File: src/rtl/mac_table_pkg.sv
// Shared types for the MAC forwarding table: key width, entry key struct, FSM states.
package mac_table_pkg;
  localparam int MAC_W = 48;

  typedef struct packed {
    logic             vld;
    logic [MAC_W-1:0] mac;
  } entry_key_t;

  typedef enum logic {
    ST_IDLE  = 1'b0,
    ST_FLUSH = 1'b1
  } state_t;
endpackage

File: src/rtl/mac_table_match.sv
// Combinational associative search: one-hot match vector, hit flag, lowest free slot.
module mac_table_match
  import mac_table_pkg::*;
#(
  parameter int DEPTH = 16,
  parameter int IDX_W = $clog2(DEPTH)
) (
  input  entry_key_t [DEPTH-1:0] i_keys,
  input  logic [MAC_W-1:0]       i_key,
  output logic [DEPTH-1:0]       o_match,
  output logic                   o_hit,
  output logic [IDX_W-1:0]       o_free_idx,
  output logic                   o_full
);
  always_comb begin
    o_match    = '0;
    o_free_idx = '0;
    o_full     = 1'b1;
    // Walk downward so the last assignment leaves the lowest-index free slot.
    for (int i = DEPTH - 1; i >= 0; i--) begin
      o_match[i] = i_keys[i].vld && (i_keys[i].mac == i_key);
      if (!i_keys[i].vld) begin
        o_full     = 1'b0;
        o_free_idx = IDX_W'(i);
      end
    end
  end

  assign o_hit = |o_match;
endmodule

File: src/rtl/mac_table.sv
// Fully associative destination-MAC table with background flush and 2-cycle lookup.
// Optional statistics outputs are built when MAC_TABLE_STATS_EN is defined.
module mac_table
  import mac_table_pkg::*;
#(
  parameter int P_OUTPORT_WIDTH = 4,
  parameter int P_TABLE_DEPTH   = 16
) (
  input  logic                           i_clk,
  input  logic                           i_rst_n,
  input  logic [47:0]                    i_update_dest_mac,
  input  logic [P_OUTPORT_WIDTH-1:0]     i_update_outport,
  input  logic                           i_update_flag,
  input  logic                           i_update_valid,
  input  logic                           i_flush,
  input  logic [47:0]                    i_lookup_mac,
  input  logic                           i_lookup_valid,
  output logic [P_OUTPORT_WIDTH-1:0]     o_lookup_outport,
  output logic                           o_lookup_flag,
  output logic                           o_lookup_hit,
  output logic                           o_lookup_valid,
  output logic                           o_update_drop,
  output logic                           o_busy,
  output logic [$clog2(P_TABLE_DEPTH):0] o_entry_count,
  output logic [15:0]                    o_drop_cnt
);
  localparam int D     = P_TABLE_DEPTH;
  localparam int OW    = P_OUTPORT_WIDTH;
  localparam int IDX_W = $clog2(D);
  localparam int CNT_W = IDX_W + 1;

  state_t                state_q, state_d;
  logic [IDX_W-1:0]      flush_idx_q, flush_idx_d;
  entry_key_t [D-1:0]    keys_q, keys_d;
  logic [D-1:0][OW-1:0]  port_q, port_d;
  logic [D-1:0]          flag_q, flag_d;
  logic                  drop_q, drop_d;
  logic                  new_write, clr_valid, flush_done;

  logic [1:0]            vld_pipe_q, vld_pipe_d;
  logic                  s1_hit_q, s1_hit_d, out_hit_q;
  logic [OW-1:0]         s1_port_q, s1_port_d, out_port_q;
  logic                  s1_flag_q, s1_flag_d, out_flag_q;

  logic [D-1:0]          upd_match, lk_match;
  logic                  upd_hit, upd_full;
  logic [IDX_W-1:0]      upd_free;
  logic                  lk_hit, unused_lk_full;
  logic [IDX_W-1:0]      unused_lk_free;

  mac_table_match #(.DEPTH(D)) u_upd_match (
    .i_keys(keys_q), .i_key(i_update_dest_mac),
    .o_match(upd_match), .o_hit(upd_hit), .o_free_idx(upd_free), .o_full(upd_full)
  );

  mac_table_match #(.DEPTH(D)) u_lk_match (
    .i_keys(keys_q), .i_key(i_lookup_mac),
    .o_match(lk_match), .o_hit(lk_hit), .o_free_idx(unused_lk_free), .o_full(unused_lk_full)
  );

  always_comb begin
    state_d     = state_q;
    flush_idx_d = flush_idx_q;
    keys_d      = keys_q;
    port_d      = port_q;
    flag_d      = flag_q;
    drop_d      = 1'b0;
    new_write   = 1'b0;
    clr_valid   = 1'b0;
    flush_done  = 1'b0;
    case (state_q)
      ST_IDLE: begin
        if (i_flush) begin
          state_d     = ST_FLUSH;
          flush_idx_d = '0;
          drop_d      = i_update_valid;
        end else if (i_update_valid) begin
          if (upd_hit) begin
            for (int i = 0; i < D; i++) begin
              if (upd_match[i]) begin
                port_d[i] = i_update_outport;
                flag_d[i] = i_update_flag;
              end
            end
          end else if (!upd_full) begin
            keys_d[upd_free].vld = 1'b1;
            keys_d[upd_free].mac = i_update_dest_mac;
            port_d[upd_free]     = i_update_outport;
            flag_d[upd_free]     = i_update_flag;
            new_write            = 1'b1;
          end else begin
            drop_d = 1'b1;
          end
        end
      end
      ST_FLUSH: begin
        keys_d[flush_idx_q].vld = 1'b0;
        clr_valid               = keys_q[flush_idx_q].vld;
        drop_d                  = i_update_valid;
        if (i_flush) begin
          flush_idx_d = '0;
        end else if (flush_idx_q == IDX_W'(D - 1)) begin
          state_d    = ST_IDLE;
          flush_done = 1'b1;
        end else begin
          flush_idx_d = flush_idx_q + 1'b1;
        end
      end
      default: state_d = ST_IDLE;
    endcase
  end

  // Stage 1 captures the result data itself, so later overwrites cannot leak into it.
  always_comb begin
    vld_pipe_d = {vld_pipe_q[0], i_lookup_valid};
    s1_hit_d   = i_lookup_valid && lk_hit && (state_q == ST_IDLE);
    s1_port_d  = '0;
    s1_flag_d  = 1'b0;
    if (s1_hit_d) begin
      for (int i = 0; i < D; i++) begin
        if (lk_match[i]) begin
          s1_port_d = s1_port_d | port_q[i];
          s1_flag_d = s1_flag_d | flag_q[i];
        end
      end
    end
  end

  always_ff @(posedge i_clk or negedge i_rst_n) begin
    if (!i_rst_n) begin
      state_q     <= ST_IDLE;
      flush_idx_q <= '0;
      keys_q      <= '0;
      port_q      <= '0;
      flag_q      <= '0;
      drop_q      <= 1'b0;
      vld_pipe_q  <= '0;
      s1_hit_q    <= 1'b0;
      s1_port_q   <= '0;
      s1_flag_q   <= 1'b0;
      out_hit_q   <= 1'b0;
      out_port_q  <= '0;
      out_flag_q  <= 1'b0;
    end else begin
      state_q     <= state_d;
      flush_idx_q <= flush_idx_d;
      keys_q      <= keys_d;
      port_q      <= port_d;
      flag_q      <= flag_d;
      drop_q      <= drop_d;
      vld_pipe_q  <= vld_pipe_d;
      s1_hit_q    <= s1_hit_d;
      s1_port_q   <= s1_port_d;
      s1_flag_q   <= s1_flag_d;
      out_hit_q   <= s1_hit_q;
      out_port_q  <= s1_port_q;
      out_flag_q  <= s1_flag_q;
    end
  end

  assign o_lookup_valid   = vld_pipe_q[1];
  assign o_lookup_hit     = out_hit_q;
  assign o_lookup_outport = out_port_q;
  assign o_lookup_flag    = out_flag_q;
  assign o_update_drop    = drop_q;
  assign o_busy           = (state_q == ST_FLUSH);

`ifdef MAC_TABLE_STATS_EN
  logic [CNT_W-1:0] cnt_q, cnt_d;
  logic [15:0]      drop_cnt_q, drop_cnt_d;

  always_comb begin
    cnt_d      = cnt_q + CNT_W'(new_write) - CNT_W'(clr_valid);
    drop_cnt_d = drop_cnt_q;
    if (flush_done) cnt_d = '0;
    if (drop_d && (drop_cnt_q != 16'hFFFF)) drop_cnt_d = drop_cnt_q + 16'd1;
  end

  always_ff @(posedge i_clk or negedge i_rst_n) begin
    if (!i_rst_n) begin
      cnt_q      <= '0;
      drop_cnt_q <= '0;
    end else begin
      cnt_q      <= cnt_d;
      drop_cnt_q <= drop_cnt_d;
    end
  end

  assign o_entry_count = cnt_q;
  assign o_drop_cnt    = drop_cnt_q;
`else
  logic unused_stats;
  assign unused_stats  = ^{new_write, clr_valid, flush_done};
  assign o_entry_count = '0;
  assign o_drop_cnt    = '0;
`endif
endmodule

File: config.mk
export PLATFORM = sky130hd
export DESIGN_NAME = mac_table
export DESIGN_NICKNAME = d
export VERILOG_FILES = /design/src/rtl/mac_table_pkg.sv /design/src/rtl/mac_table_match.sv /design/src/rtl/mac_table.sv
export SDC_FILE = /design/constraint.sdc
export NUM_CORES = 2
export LEC_CHECK = 0
export ABC_CLOCK_PERIOD_IN_PS = 3300
export CAP_MARGIN = 20
export CORE_MARGIN = 2
export CORE_UTILIZATION = 42
export DETAILED_ROUTE_END_ITERATION = 8
export GPL_TIMING_DRIVEN = 0
export SLEW_MARGIN = 0
export SYNTH_ARGS = -nofsm -noshare
export SYNTH_HDL_FRONTEND = slang
export SYNTH_SLANG_ARGS = --single-unit
File: constraint.sdc
create_clock -name i_clk -period 3.3 [get_ports i_clk]
set_clock_uncertainty 0.05 [all_clocks]
set_input_delay 0.495 -clock i_clk [delete_from_list [all_inputs] [get_ports i_clk]]
set_output_delay 0.495 -clock i_clk [all_outputs]
set_load 0.03 [all_outputs]
### After elaboration in Yosys (flattened, before gate mapping)

Index checks and enable logic that the tools add are counted.

| operators by class | value |
|---|---|
| add/sub/neg operators | 1 |
| bitwise operators | 32 |
| mux-type cells | 165 |
| eq/ne operators | 56 |
| order comparisons | 4 |
| reduce and logical (&&, ||, !) cells | 56 |

Operators by type and width:

| operator | number |
|---|---|
| $mux W784 | 4 |
| $bwmux W784 | 3 |
| $pmux W784 S2 | 1 |
| $eq A48 B48 Y1 | 32 |
| $demux W49 S4 | 3 |
| $mux W4 | 68 |
| $mux W64 | 2 |
| $mux W49 | 2 |
| $reduce_and A5 Y1 | 16 |
| $mux W1 | 72 |
| $bwmux W64 | 1 |
| $or A4 B4 Y4 | 15 |
| $mux W48 | 1 |
| $logic_and A1 B1 Y1 | 36 |
| $ne A2 B1 Y1 const B | 17 |
| $mux W16 | 2 |
| $reduce_or A16 Y1 | 2 |
| $bwmux W16 | 1 |
| $demux W4 S4 | 1 |
| $or A1 B1 Y1 | 15 |
| $lt A4 B5 Y1 const B | 2 |
| $ne A2 B2 Y1 const B | 5 |
| $ge A4 B1 Y1 const B | 2 |
| $pmux W4 S2 | 1 |
| other kinds (8) | 10 |

| word-level totals | value |
|---|---|
| register bits after elaboration | 884 |
| logic and storage cells | 388 |
| output and inout port bits | 30 |

### Longest topological paths before layout

| depth | value |
|---|---|
| depth in word-level cells | 51 |
| depth in mapped cells | 17 |
| mapped depth without buffers | 10 |

### Cells and area by module

A second synthesis with hierarchy kept.

| unflattened totals | value |
|---|---|
| cell total of the unflattened synthesis | 4,524 |
| area total of the unflattened synthesis | 51,963.6 um2 |

Modules (own cells, without submodules):

| module | times used | area each (um2) | seq. area each (um2) | cells each |
|---|---|---|---|---|
| mac_table | 1 | 33,711.1 | 22,121.2 | 2,096 |
| mac_table_match | 2 | 9,126.3 | 0.0 | 1,214 |

### Worst setup path after synthesis

No wires, ideal clock.

| timing path | value |
|---|---|
| path type | input-to-reg |
| start | input i_update_dest_mac[47] |
| end | register keys_q[94] (netlist name) |
| buffers on the path | 6 |
| setup time | 125 ps |
| path slack | -200 ps |
| arrival time | 3,325 ps |
| stages on the path | 15 |
| path through | buf_2 buf_4 buf_2 o21ai_0 a21oi_1 nand4b_1 nor3_1 a2111oi_0 nand4_1 buf_4 or3b_2 nor2_2 buf_4 buf_6 mux2_2 |

| on the way | value |
|---|---|
| word-level cells in the longest chain between the ends | 5 |

Ends and longest elaborated chain:

| item | line | source |
|---|---|---|
| from (decl) | mac_table.sv:11 | `input logic [47:0] i_update_dest_mac,` |
| $eq A48 B48 Y1 | mac_table_match.sv:21 | `o_match[i] = i_keys[i].vld && (i_keys[i].mac == i_key);` |
| $logic_and A1 B1 Y1 | mac_table_match.sv:21 |  |
| $reduce_or A16 Y1 (*) | mac_table_match.sv:29 | `assign o_hit = \|o_match;` |
| $ne A2 B2 Y1 (no line) (*) | n/a |  |
| $reduce_and A4 Y1 (no line) (*) | n/a |  |
| to (signal assigned) | mac_table.sv:147 | `keys_q <= keys_d;` |
| to (decl) | mac_table.sv:34 | `entry_key_t [D-1:0] keys_q, keys_d;` |

Every way passes the cells marked *; elsewhere a longest branch is shown, timed or not.
A chain may end at the register's enable or synchronous reset.

### Worst setup path in the final report

| timing path | value |
|---|---|
| start | input i_update_dest_mac[5] |
| end | register keys_q[624] (netlist name) |

The elaborated chain is that of the path after synthesis.

==> Flow_metrics.wiki <==
{| class="wikitable"
! Metric !! Value
|-
| Run status || finished, violations left
|-
| Failing checks || setup timing
|-
| Number of global-route vias before repair || 47,900
|-
| Largest fanout on the critical path || 10
|-
| Max H-tree Level || 3
|-
| Cell types with the largest area share after synthesis || sky130_fd_sc_hd__dfrtp_1 41%, sky130_fd_sc_hd__mux2_2 14%, sky130_fd_sc_hd__xor2_1 13%
|-
| Mapped cell area || 53,700 um^2
|-
| Cell count of the worst reg-to-reg path || 14
|-
| Combined area of the multi-input logic cells || 30,200 um^2
|-
| Chip width || 362 um
|-
| Worst setup slack before clock tree synthesis || -3.56 ns
|-
| Startpoint types || input port
|-
| Setup repair after global routing missed its margin || true
|-
| Total of endpoints with negative setup slack in the final report || 871
|-
| Post-CTS clock slew at the launch and capture registers of the worst setup and hold paths || 0.06 ns
|-
| Most used flip-flop cell after synthesis || sky130_fd_sc_hd__dfrtp_1
|-
| Core box area || 127,000 um^2
|-
| I/O pin count || 136
|-
| Initial cell density of the core || 0.423
|-
| Maximum number of pins on one net before global-route repair || 116
|-
| Period Utilization, post-route || 1.26
|-
| Number of buffers on the longest clock path || 3
|-
| Area taken by flip-flops and latches || 22,100 um^2
|-
| Element type at the critical path end || flop
|-
| Critical path depth in cells || 15
|-
| Async set-or-reset flop fraction in the synthesized netlist || 1.00
|-
| Synth cell types || 76
|-
| Sink Count || 884
|-
| DIE AREA || 131,000 um^2
|-
| 1st-iter DRT viols || 9,797
|-
| Start-to-end type of the worst setup path || input port to flop
|-
| Warnings from Yosys || 0
|-
| Highest attainable clock frequency || 0.241 GHz
|-
| Cell internal pwr || 0.0204 W
|-
| DRC Markers || 0
|-
| Row count || 131
|-
| Number of nets in the layout || 5,706
|-
| Worst Hold Class || input port to async pin
|-
| Cell type of the slowest stage on the worst timing path || sky130_fd_sc_hd__a2111oi_4
|-
| Total Routed Length || 412,000 um
|-
| Mapped Cells || 5,087
|-
| Number of register bits inferred by synthesis || 884
|-
| Num CTS Buffers || 105
|-
| Clock Power Share || 0.429
|-
| Cell at the root of the clock tree || sky130_fd_sc_hd__clkbuf_16
|-
| Final worst hold slack || 0.176 ns
|-
| Avg Cell Area, Syn || 10.6 um^2
|-
| Clock tree from TritonCTS || built
|-
| Register share of total power || 0.374
|-
| Final Hold Violating Endpoints || 0
|-
| Data arrival at the endpoint of the critical path || 4.74 ns
|-
| Final standard cell count with taps included and fillers excluded || 7,451
|-
| Final weighted congestion of routability-driven global placement || 1.10
|-
| Number of slew-limit violations in the final report || 0
|-
| Number of maximum-capacitance constraint violations || 0
|-
| Detailed placement HPWL || 276,000 um
|-
| Required time at the endpoint of the critical path || 3.89 ns
|-
| Fraction of power spent switching nets || 0.339
|-
| Pwr per Cell Area || 447 nW/um^2
|-
| Cell taking the most area after synthesis || sky130_fd_sc_hd__dfrtp_1
|-
| Actual transition at the worst max-transition pin || 1.21 ns
|-
| Detailed-route via count || 54,200
|-
| Synth top area share || 0.412
|-
| IO buf count || 38
|-
| Post-route setup TNS || -565.96 ns
|-
| Placed cell area || 58,800 um^2
|-
| Total instance count after detailed placement || 6,914
|-
| Post-detailed-route count of antenna-violating nets || 0
|-
| Post-route standard cell area excluding fillers || 69,200 um^2
|-
| WP buf/inv || 7
|-
| Lkg Pwr || 31.2 nW
|-
| DR pass1 iterations || 9
|-
| Number of enable flip-flop cells after synthesis || 0
|-
| Headroom to the max-slew limit || 0.196
|-
| GRT overflow || 0
|-
| Overall Global Routing Usage || 0.611
|-
| Seq/Total Area, Yosys || 0.412
|-
| Clock latency on the worst-skew pair || 0.78 ns
|-
| Routed wire per std cell || 55.2 um
|-
| Part of the power in combinational logic || 0.196
|-
| Critical path cell sequence || buf_6, buf_6, buf_6, xnor2_1, nand4b_1, nor3_1, a2111oi_4, nand4_1, buf_6, or2_4, buf_12, nor2b_4, buf_12, buf_12, mux2_2
|-
| Critical Path Max Stage Delay || 0.63 ns
|-
| Fillers || 11,200
|-
| Wire length of the first global-routing pass || 511,000 um
|-
| Top cell by count, worst path || sky130_fd_sc_hd__buf_6
|-
| Detail-routed via count per cell || 7.27
|-
| Net Switching || 0.0105 W
|-
| Maximum vdd ir drop || 0.000479 V
|-
| Share of post-route cells with drive strength above 1 || 0.310
|-
| Layout-stage area growth over the synthesis result || 28.8%
|-
| Initial antenna violation count || 84
|-
| Final Critical Period || 4.15 ns
|-
| Minimum setup slack in the final design || -0.851 ns
|-
| Family of cells with the greatest summed delay on the critical path || buffers and inverters
|-
| Die Span Y || 362 um
|}
==> kinds of logic (layout without fill, tap and decap cells) <==
family	count (synthesis)	count (layout)	synth area share
mux	684	684	0.143
fa+ha+maj	4	4	0.000931
simple gates	1167	1168	0.122
buf+inv	564	1140	0.0499
flops	884	884	0.412
xor+xnor	1343	1343	0.219
other cells	1	125	0.0000698
compound gates	440	441	0.0534
==> path summary, 6_finish.rpt <==
| kind | from | endpoint | slack [ns] |
|---|---|---|---|
| max | i_update_dest_mac[5] | keys_q[624] | -0.85 |
| min | i_rst_n | keys_q[236] | 0.18 |
| max reg2reg | keys_q[342] | keys_q[624] | -0.71 |
| min reg2reg | s1_port_q[0] | o_lookup_outport[0] | 0.30 |
| max in group asynchronous | i_rst_n | keys_q[593] | 0.83 |
| min in group i_clk | i_lookup_valid | vld_pipe_q[0] | 0.22 |
==> cells in the final DEF (no fill, tap or decap), types with 27 or more instances in the layout <==
cell                         Yosys  routed
sky130_fd_sc_hd__buf_8           0      68
sky130_fd_sc_hd__nand4_1       223     223
sky130_fd_sc_hd__nor4_1        280     256
sky130_fd_sc_hd__nor3_1         48      44
sky130_fd_sc_hd__buf_12          0     159
sky130_fd_sc_hd__xor2_1        822     807
sky130_fd_sc_hd__buf_4          92     175
sky130_fd_sc_hd__mux2_2        662     598
sky130_fd_sc_hd__inv_1         163     136
sky130_fd_sc_hd__diode_2         0     104
sky130_fd_sc_hd__dfrtp_1       884     878
sky130_fd_sc_hd__xnor2_1       521     517
sky130_fd_sc_hd__o21ai_0       193     158
sky130_fd_sc_hd__o22ai_1        71      69
sky130_fd_sc_hd__clkbuf_1      169      34
sky130_fd_sc_hd__nand2b_1       88      88
sky130_fd_sc_hd__clkinvlp_4      0      37
sky130_fd_sc_hd__mux2_4          5      72
sky130_fd_sc_hd__buf_16          0      49
sky130_fd_sc_hd__a221oi_1       29      29
sky130_fd_sc_hd__clkbuf_16       0     146
sky130_fd_sc_hd__buf_6          12      72
sky130_fd_sc_hd__clkbuf_2        2     105
sky130_fd_sc_hd__nor2_1         58      58
sky130_fd_sc_hd__nand3_1        70      70
sky130_fd_sc_hd__nand2_1       269     254
sky130_fd_sc_hd__clkbuf_8        0      27
==> power by group through the flow <==
stage / registers, W / clock network (W) / logic, W
after floorplan: 0.0115 / 0 / 0.00205
after global placement: 0.0118 / 0 / 0.00477
after detailed placement: 0.0117 / 0 / 0.00506
after CTS: 0.0115 / 0.0131 / 0.00535
after global routing: 0.0116 / 0.0135 / 0.00577
final: 0.0116 / 0.0133 / 0.00607
==> repair_timing <==
item | in CTS | in global routing
gates cloned | 34 | 25
pin swaps | 18 | 28
endpoints found under the setup margin | 871 | 871
setup buffers | 122 | 73
gates resized for setup | 673 | 357
hold buffers | 1 | 0
hold endpoints to repair | 43 | 0
==> registers in the layout, indices dropped and copies added, names as in the netlist <==
name / count
port_q: 64
flag_q: 16
s1_port_q: 4
o_lookup_outport: 4
o_busy: 1
s1_hit_q: 1
o_update_drop: 1
keys_q: 784
vld_pipe_q: 2
flush_idx_q: 4
s1_flag_q: 1
o_lookup_hit: 1
o_lookup_flag: 1
==> per-stage QoR <==
step                 util  total power (W)
CTS                 0.523           0.0300
detailed placement  0.462           0.0168
global placement    0.443           0.0165
finish              0.544           0.0309
floorplan               -           0.0136
global route        0.543           0.0309
==> synth_stat cells, drive strengths merged (9+ instances only) <==
cell / instances
a22oi: 26
or4: 14
or3: 12
nor2: 59
buf: 229
nor3b: 10
xor2: 822
nor4: 280
inv: 163
a221oi: 29
o22ai: 71
mux2i: 14
o221ai: 9
mux2: 670
nand3: 70
a222oi: 13
clkbuf: 171
a21oi: 20
nand2b: 88
nor4b: 11
or3b: 10
dfrtp: 884
nor3: 55
nor2b: 22
xnor2: 521
o2111ai: 19
o21ai: 195
nand4: 223
nand2: 269
==> cell type report <==
class / instances / share of cell area
Multi-Input combinational cell: 3661 / 0.436
Sequential cell: 884 / 0.320
Timing Repair Buffer: 390 / 0.0830
Buffer: 390 / 0.0627
Clock buffer: 134 / 0.0425
Tap cell: 1662 / 0.0300
Clock inverter: 62 / 0.0122
Inverter: 164 / 0.0105
Antenna cell: 104 / 0.00376
==> layer usage <==
metal	routed length [um]	track usage
met1	139000	0.690
met2	152000	0.772
met3	70200	0.373
met4	49900	0.581
met5	604	0.0359
No activity file was read; power rests on OpenSTA's default activity.
